<file path="src/rtl/instruction_fetch_unit_if.sv">
// Instruction-memory request/ack bus between the fetch unit (master) and the
// instruction memory (slave).
interface instruction_fetch_unit_if #(
   parameter int unsigned ADDR_WIDTH = 32,
   parameter int unsigned DATA_WIDTH = 32
);
   logic                  imem_req;
   logic [ADDR_WIDTH-1:0] imem_addr;
   logic                  imem_ack;
   logic [DATA_WIDTH-1:0] imem_rdata;

   modport master (
      output imem_req,
      output imem_addr,
      input  imem_ack,
      input  imem_rdata
   );

   modport slave (
      input  imem_req,
      input  imem_addr,
      output imem_ack,
      output imem_rdata
   );
endinterface

</file>
<file path="src/rtl/instruction_fetch_unit.sv">
// Fetch stage: drives the PC loop, fetches over a variable-latency req/ack bus and loads IF/ID.
// Optional misaligned-PC trap is enabled by defining IFU_ALIGN_CHECK_EN.
module instruction_fetch_unit #(
   parameter int unsigned           ADDR_WIDTH   = 32,
   parameter int unsigned           DATA_WIDTH   = 32,
   parameter int unsigned           PC_INCREMENT = 4,
   parameter logic [DATA_WIDTH-1:0] NOP_WORD     = '0
) (
   input  logic                    clk,
   input  logic                    reset,
   input  logic [ADDR_WIDTH-1:0]   pc_in,
   input  logic                    branch_taken,
   input  logic [ADDR_WIDTH-1:0]   branch_target,
   input  logic                    stall,
   instruction_fetch_unit_if.master imem,
   output logic                    pc_write,
   output logic [ADDR_WIDTH-1:0]   pc_next,
   output logic                    ifid_valid,
   output logic [DATA_WIDTH-1:0]   ifid_instr,
   output logic [ADDR_WIDTH-1:0]   ifid_pc_plus4,
   output logic                    fetch_misaligned
);

   localparam logic [1:0] S_IDLE  = 2'd0;
   localparam logic [1:0] S_FETCH = 2'd1;
   localparam logic [1:0] S_HOLD  = 2'd2;
   localparam logic [1:0] S_DRAIN = 2'd3;

   logic [1:0]            state;
   logic [1:0]            state_nxt;
   logic [ADDR_WIDTH-1:0] addr_q;
   logic [ADDR_WIDTH-1:0] pc_inc;
   logic [ADDR_WIDTH-1:0] req_addr;
   logic [DATA_WIDTH-1:0] hold_instr;
   logic [ADDR_WIDTH-1:0] hold_pc_plus4;
   logic                  req;
   logic                  acked;
   logic                  fetch_ack;
   logic                  redirect;
   logic                  misalign_now;

   assign pc_inc = pc_in + ADDR_WIDTH'(PC_INCREMENT);

`ifdef IFU_ALIGN_CHECK_EN
   logic misaligned_q;

   assign misalign_now = (state == S_FETCH) && (pc_in[1:0] != 2'b00);

   always_ff @(posedge clk or negedge reset) begin
      if (!reset)             misaligned_q <= 1'b0;
      else if (branch_taken)  misaligned_q <= 1'b0;
      else if (misalign_now)  misaligned_q <= 1'b1;
   end

   assign fetch_misaligned = misaligned_q;
`else
   assign misalign_now     = 1'b0;
   assign fetch_misaligned = 1'b0;
`endif

   always_comb begin
      req      = 1'b0;
      req_addr = addr_q;
      case (state)
         S_FETCH: begin
            req      = !misalign_now;
            req_addr = pc_in;
         end
         S_DRAIN: req = 1'b1;
         default: ;
      endcase
   end

   assign imem.imem_req  = req;
   assign imem.imem_addr = req_addr;

   assign acked     = req && imem.imem_ack;
   assign fetch_ack = (state == S_FETCH) && acked;
   assign redirect  = branch_taken && (state != S_IDLE);
   assign pc_write  = redirect || fetch_ack;
   assign pc_next   = redirect ? branch_target : pc_inc;

   // A redirect with no request outstanding (acked, or blocked by misalignment) has nothing to drain.
   always_comb begin
      state_nxt = state;
      case (state)
         S_IDLE:  state_nxt = S_FETCH;
         S_FETCH: begin
            if (redirect)           state_nxt = (acked || !req) ? S_FETCH : S_DRAIN;
            else if (acked && stall) state_nxt = S_HOLD;
         end
         S_HOLD:  if (redirect || !stall) state_nxt = S_FETCH;
         S_DRAIN: if (!redirect && acked) state_nxt = S_FETCH;
         default: state_nxt = S_IDLE;
      endcase
   end

   always_ff @(posedge clk or negedge reset) begin
      if (!reset) begin
         state         <= S_IDLE;
         addr_q        <= '0;
         hold_instr    <= '0;
         hold_pc_plus4 <= '0;
      end else begin
         state <= state_nxt;
         if (state == S_FETCH) addr_q <= req_addr;
         if (fetch_ack && stall && !branch_taken) begin
            hold_instr    <= imem.imem_rdata;
            hold_pc_plus4 <= pc_inc;
         end
      end
   end

   always_ff @(posedge clk or negedge reset) begin
      if (!reset) begin
         ifid_valid    <= 1'b0;
         ifid_instr    <= NOP_WORD;
         ifid_pc_plus4 <= '0;
      end else if (redirect) begin
         ifid_valid <= 1'b0;
         ifid_instr <= NOP_WORD;
      end else if (!stall) begin
         if (fetch_ack) begin
            ifid_valid    <= 1'b1;
            ifid_instr    <= imem.imem_rdata;
            ifid_pc_plus4 <= pc_inc;
         end else if (state == S_HOLD) begin
            ifid_valid    <= 1'b1;
            ifid_instr    <= hold_instr;
            ifid_pc_plus4 <= hold_pc_plus4;
         end else begin
            ifid_valid <= 1'b0;
         end
      end
   end

endmodule

</file>
<file path="src/flat_wrapper.sv">
// flat-port wrapper written by rule: the top's interface ports become plain ports
module instruction_fetch_unit_flat 
#(
   parameter int unsigned           ADDR_WIDTH   = 32,
   parameter int unsigned           DATA_WIDTH   = 32,
   parameter int unsigned           PC_INCREMENT = 4,
   parameter logic [DATA_WIDTH-1:0] NOP_WORD     = '0
)
  (clk, reset, pc_in, branch_taken, branch_target, stall, pc_write, pc_next, ifid_valid, ifid_instr, ifid_pc_plus4, fetch_misaligned, imem_imem_req, imem_imem_addr, imem_imem_ack, imem_imem_rdata);
  instruction_fetch_unit_if #(.ADDR_WIDTH(ADDR_WIDTH), .DATA_WIDTH(DATA_WIDTH)) imem_i ();
  input  logic clk;
  input  logic reset;
  input  logic [ADDR_WIDTH-1:0] pc_in;
  input  logic branch_taken;
  input  logic [ADDR_WIDTH-1:0] branch_target;
  input  logic stall;
  output logic pc_write;
  output logic [ADDR_WIDTH-1:0] pc_next;
  output logic ifid_valid;
  output logic [DATA_WIDTH-1:0] ifid_instr;
  output logic [ADDR_WIDTH-1:0] ifid_pc_plus4;
  output logic fetch_misaligned;
  output wire logic [$bits(imem_i.imem_req)-1:0] imem_imem_req;
  output wire logic [$bits(imem_i.imem_addr)-1:0] imem_imem_addr;
  input wire logic [$bits(imem_i.imem_ack)-1:0] imem_imem_ack;
  input wire logic [$bits(imem_i.imem_rdata)-1:0] imem_imem_rdata;
  assign imem_imem_req = imem_i.imem_req;
  assign imem_imem_addr = imem_i.imem_addr;
  assign imem_i.imem_ack = imem_imem_ack;
  assign imem_i.imem_rdata = imem_imem_rdata;
  instruction_fetch_unit #(.ADDR_WIDTH(ADDR_WIDTH), .DATA_WIDTH(DATA_WIDTH), .PC_INCREMENT(PC_INCREMENT), .NOP_WORD(NOP_WORD)) u_core (.clk(clk), .reset(reset), .pc_in(pc_in), .branch_taken(branch_taken), .branch_target(branch_target), .stall(stall), .imem(imem_i), .pc_write(pc_write), .pc_next(pc_next), .ifid_valid(ifid_valid), .ifid_instr(ifid_instr), .ifid_pc_plus4(ifid_pc_plus4), .fetch_misaligned(fetch_misaligned));
endmodule
</file>
<file path="config.mk">
export PLATFORM = sky130hd
export DESIGN_NAME = instruction_fetch_unit_flat
export DESIGN_NICKNAME = d
export VERILOG_FILES = /design/src/rtl/instruction_fetch_unit_if.sv /design/src/rtl/instruction_fetch_unit.sv /design/src/flat_wrapper.sv
export SDC_FILE = /design/constraint.sdc
export NUM_CORES = 1
export LEC_CHECK = 0
export ABC_AREA = 1
export CORE_ASPECT_RATIO = 1.5
export CORE_UTILIZATION = 52
export DETAILED_ROUTE_END_ITERATION = 7
export GPL_TIMING_DRIVEN = 0
export PLACE_DENSITY = 0.86
export SLEW_MARGIN = 15
export SYNTH_ARGS = -nofsm -noshare
export SYNTH_HDL_FRONTEND = slang
export SYNTH_SLANG_ARGS = --single-unit
export TNS_END_PERCENT = 20
</file>
<file path="constraint.sdc">
create_clock -name clk -period 5.1 [get_ports clk]
set_input_delay 1.02 -clock clk [delete_from_list [all_inputs] [get_ports clk]]
set_output_delay 1.02 -clock clk [all_outputs]
set_load 0.01 [all_outputs]
</file>
---- Yosys cells after proc, flatten, opt, wreduce, memory -nomap -nowiden ----
Cells that the tools add are included.
word-level totals
  word-level logic and storage cells ...... 58
  bits in registers ....................... 163
  output and inout bits ................... 132
cells by class
  muxes and demuxes ....................... 19
  bitwise operators ....................... 2
  add/subtract/negate cells ............... 1
  reduce and logical (&&, ||, !) cells .... 22
  equality and inequality tests ........... 7
operator list
  operator                                                               number
  32-bit 2-to-1 mux                                                      8
  32-bit by 3-bit adder with 32-bit output, second input constant        1
  2-bit 2-to-1 mux                                                       5
  2-bit case mux with 4 select lines                                     1
  1-bit logical AND                                                      7
  2-bit by 1-bit != test with 1-bit output, second input constant        3
  3-bit AND reduction                                                    2
  1-bit 2-to-1 mux                                                       5
  2-bit equality test, second input constant                             2
  1-bit logical NOT                                                      4
  2-bit nonzero test                                                     2
  1-bit logical OR                                                       3
  3-bit by 1-bit != test with 1-bit output, second input constant        1
  3-bit nonzero test                                                     1
  2-bit by 1-bit equality test with 1-bit output, second input constant  1
  2-bit logical NOT                                                      1
  1-bit NOT                                                              2
  2-bit AND reduction                                                    1
  2-bit OR reduction                                                     1

---- Logic depth before layout (Yosys ltp) ----
  depth after elaboration ................. 8
  mapped depth ............................ 10

---- Least setup slack after synthesis ----
OpenSTA, ideal clock, no wires.
  path type ............................... input -> output
  from .................................... in pc_in[2]
  to ...................................... out pc_next[18]
  data required time ...................... 4,080 ps
  cell stages on the path ................. 8
  slack ................................... 1,887 ps
  arrival ................................. 2,193 ps
  cell sequence ........................... ha_1 -> nand2_1 -> nor2_2 -> nand2_2 -> nor2_2 -> nand2_1 -> and2_1 -> o21ai_0
on the way
  word-level cells in the longest chain between the ends .. 2
ends and longest elaborated chain
  element                                   RTL line                      text
  from (decl)                               flat_wrapper.sv:13            input logic [ADDR_WIDTH-1:0] pc_in;
  32-bit by 3-bit adder with 32-bit output  instruction_fetch_unit.sv:42  assign pc_inc = pc_in + ADDR_WIDTH'(PC_INCREMENT);
  32-bit 2-to-1 mux                         instruction_fetch_unit.sv:81  assign pc_next = redirect ? branch_target : pc_inc;
  to (decl)                                 flat_wrapper.sv:18            output logic [ADDR_WIDTH-1:0] pc_next;
No other way between the ends.

---- Worst setup path in the final report ----
  from .................................... in pc_in[2]
  to ...................................... out pc_next[20]
The elaborated chain is that of the path after synthesis.

==> out/results.ini <==
[sta]
hold_viol = 0
fin_crit_sh_pct = 91.7
rsz0062_at_grt = false
worst_pin_slew_ns = 0.786
tns_ns = 0
relSlewSlack_pct = 47.6
period_minus_slack_ns = 4.68
setup_viol = 0
fmax_mhz = 214
maxSlewViolCount = 0
timing.final.ws_setup_ns = 0.425
clock_skew_ns = 0.00521

[global_routing]
antenna_found_initial = 0
overflow = 0
grt_pass1_vias = 8653
grt_first_pass_wirelength_mm = 44.0
track_usage_pct = 35.0
grt_max_degree = 108

[worst_setup_path]
start_kind = input port
endpoint_kind = output port
path_cells = clkdlybuf4s50_1 -> ha_1 -> nand2_1 -> nor2_2 -> nand2_2 -> nor2_2 -> nand3_1 -> a31oi_1 -> clkdlybuf4s50_1
crit_path_max_fanout = 8
path_class = in2out
cp_slowest_cell = clkdlybuf4s50_1
rr_endpoint = u_core.hold_instr[22]$_DFFE_PN0P_
r2r_setup_slack_ns = 3.11
r2r_cells = 7
crit_family = buffers and inverters
critical_path_arrival_ns = 3.66
crit_buf_inv = 2
crit_path_max_incr_delay_ns = 0.58
cp.required_ns = 4.08
reg2reg_from = u_core.state[1]$_DFFE_PN0P_

[route]
first_pass_iters = 7
viasPerCell = 5.49
finalWirelength_mm = 28.0
drtIter0Drc = 653
wl_per_cell_um = 17.8
vias = 8632
ant_nets = 0
drc = 0

[pwr]
p_leak_nw = 5.17
powerDensity_mw_per_mm2 = 540
max-vdd-ir-drop_mv = 0.310

[floorplan]
die-height_um = 157
start_util_pct = 53.3
die_x_um = 105
core_mm2 = 0.0156
die_area_mm2 = 0.0165
ios = 233
placementRows = 56

[yosys]
yosys.cell_types.count = 29
syn_inst = 1105
synth_warnings = 0
synth_fp_nets = 1207
synth.area.top_cells = dfrtp_1 (49%), nand2_1 (14%), o21ai_0 (8.9%)
synth-main-ff-cell = dfrtp_1
ys_seq_elements = 163
synth-edff-count = 0
synth_async_sr_flop_share_pct = 100
synth_area_mm2 = 0.00833
synth_top_area_share_pct = 49.0
synth.avg_cell_area_um2 = 7.53
yosysTopAreaCell = dfrtp_1
yosysSeqAreaShare_pct = 49.0

[layout]
n_fill_cell = 1249
fin_nets = 1458
area_growth_pct = 38.8
antenna_cells = 0
finalCoreUtilization_pct = 74.0
drive_gt1_share_pct = 5.70

[clocking]
cts_resized = 0
cts_setup_buffers = 0
h-tree-depth = 4
clk_pin_slew_worst_paths_ns = 0.06
cts_tree = built
root_buffer = clkbuf_16
clock_path_buffers = 2
holdBufCountCts = 0
cts_buffers = 17
numClockSinks = 163
clk-insertion-delay-late_ns = 0.43

[placement]
port-buffer-count = 231
pre_cts_slack_ns = 0.478
hpwlAfterDp_mm = 21.2
gp_congestion = 0.933

[worst_hold_path]
worstHoldEndpoint = u_core.addr_q[3]$_DFFE_PN0P_
min_path_cells = 2
min-delay-start = u_core.addr_q[3]$_DFFE_PN0P_
min-delay-path-class = reg2reg

[job]
cap_violations = 0

[outcome]
outcome = completed

-- power by group --
part           total (mW)  switching, mW  internal [mW]  leakage (nW)
Clock                1.39          0.532          0.853         0.308
Sequential           2.20          0.280           1.92          1.98
Combinational        2.66           1.41           1.25          2.89
Total                6.24           2.22           4.02          5.17
-- worst reg2reg max path: stages (launching register included) --
cell	delay (ns)
dfrtp_1	0.43
inv_2	0.09
nand2_2	0.07
nor2_2	0.28
nand2_1	0.22
inv_2	0.19
clkbuf_1	0.36
o21ai_0	0.21
-- layout make-up --
| class | instances | area [um2] | share of cell area, % |
|---|---|---|---|
| clock inverters | 10 | 170 | 1.47 |
| clock buffers | 22 | 464 | 4.02 |
| plain buffers | 60 | 278 | 2.40 |
| well taps | 203 | 254 | 2.20 |
| inverters | 84 | 315 | 2.73 |
| multi-input cells | 798 | 3650 | 31.6 |
| flip-flops and latches | 163 | 4080 | 35.3 |
| repair buffers | 232 | 2340 | 20.3 |
-- placed cells by master, fill, tap and decap left out, types with 5 or more instances in the layout --
cell type	n
nand2_1	319
nand3_1	81
nor2_1	115
o31ai_1	5
inv_2	6
buf_2	21
and2_1	12
clkbuf_16	17
dfrtp_1	163
a21oi_1	46
buf_4	7
a31oi_1	8
nor2_2	6
o21ai_0	148
inv_1	78
o21a_1	32
clkbuf_1	32
xor2_1	5
o21ai_1	6
clkdlybuf4s50_1	230
-- cell usage after synthesis, drive strengths merged (5+ instances only) --
cell / instances
o31ai: 5
a31oi: 8
o21a: 32
nor2: 122
and2: 12
buf: 31
o21ai: 155
inv: 84
a21oi: 47
dfrtp: 163
xor2: 5
nand2: 322
clkbuf: 29
nand3: 82
-- how the worst max path moves through the flow --
stage | from | to | slack (ns) | cells after the start
finish | pc_in[2] | pc_next[20] | 0.42 | 9
CTS | pc_in[2] | pc_next[20] | 0.47 | 9
global route | pc_in[2] | pc_next[22] | 0.30 | 11
detailed placement | pc_in[2] | pc_next[20] | 0.48 | 9
floorplan | pc_in[2] | pc_next[18] | 1.89 | 8
global placement | reset | u_core.ifid_instr[6]$_DFFE_PN0P_ | -3.64 | 1
-- cells by family (layout without fill, tap and decap cells) --
family,count (synthesis),after routing,share of synthesized area (%)
flip-flops,163,163,49.0
buffers and inverters,144,408,7.12
XOR/XNOR,5,5,0.526
AO/OA/AOI/OAI,252,252,16.8
AND/OR/NAND/NOR,539,539,26.3
other,1,1,0.0450
adder cells (fa/ha/maj),1,1,0.150
-- per-stage QoR --
| stage | total power, mW | std cells | hold slack, ns | area (um2) |
|---|---|---|---|---|
| 2_1_floorplan | 3.43 | 1105 | 0.443 | 8330 |
| 5_1_grt | 6.61 | 1572 | 0.498 | 11600 |
| 4_1_cts | 6.24 | 1572 | 0.478 | 11600 |
| 3_5_place_dp | 4.84 | 1540 | 0.462 | 10900 |
| 3_3_place_gp | 4.76 | 1539 | 0.456 | 10900 |
| 6_report | 6.24 | 1572 | 0.472 | 11600 |
-- registers in the layout, summed over array words and instances (netlist names) --
name,count
u_core.addr_q,32
u_core.state,2
u_core.hold_pc_plus4,32
u_core.ifid_instr,32
u_core.hold_instr,32
u_core.ifid_valid,1
u_core.ifid_pc_plus4,32
-- metal layers --
layer  track usage [%]  routed length (um)  share of wire (%)
met1              37.9                9780                 35
met2              62.7               14500                 52
met3              7.87                2300                8.2
met4              19.9                1400                5.0
met5                 0                   0                  0
(Power assumes the default switching activity.)
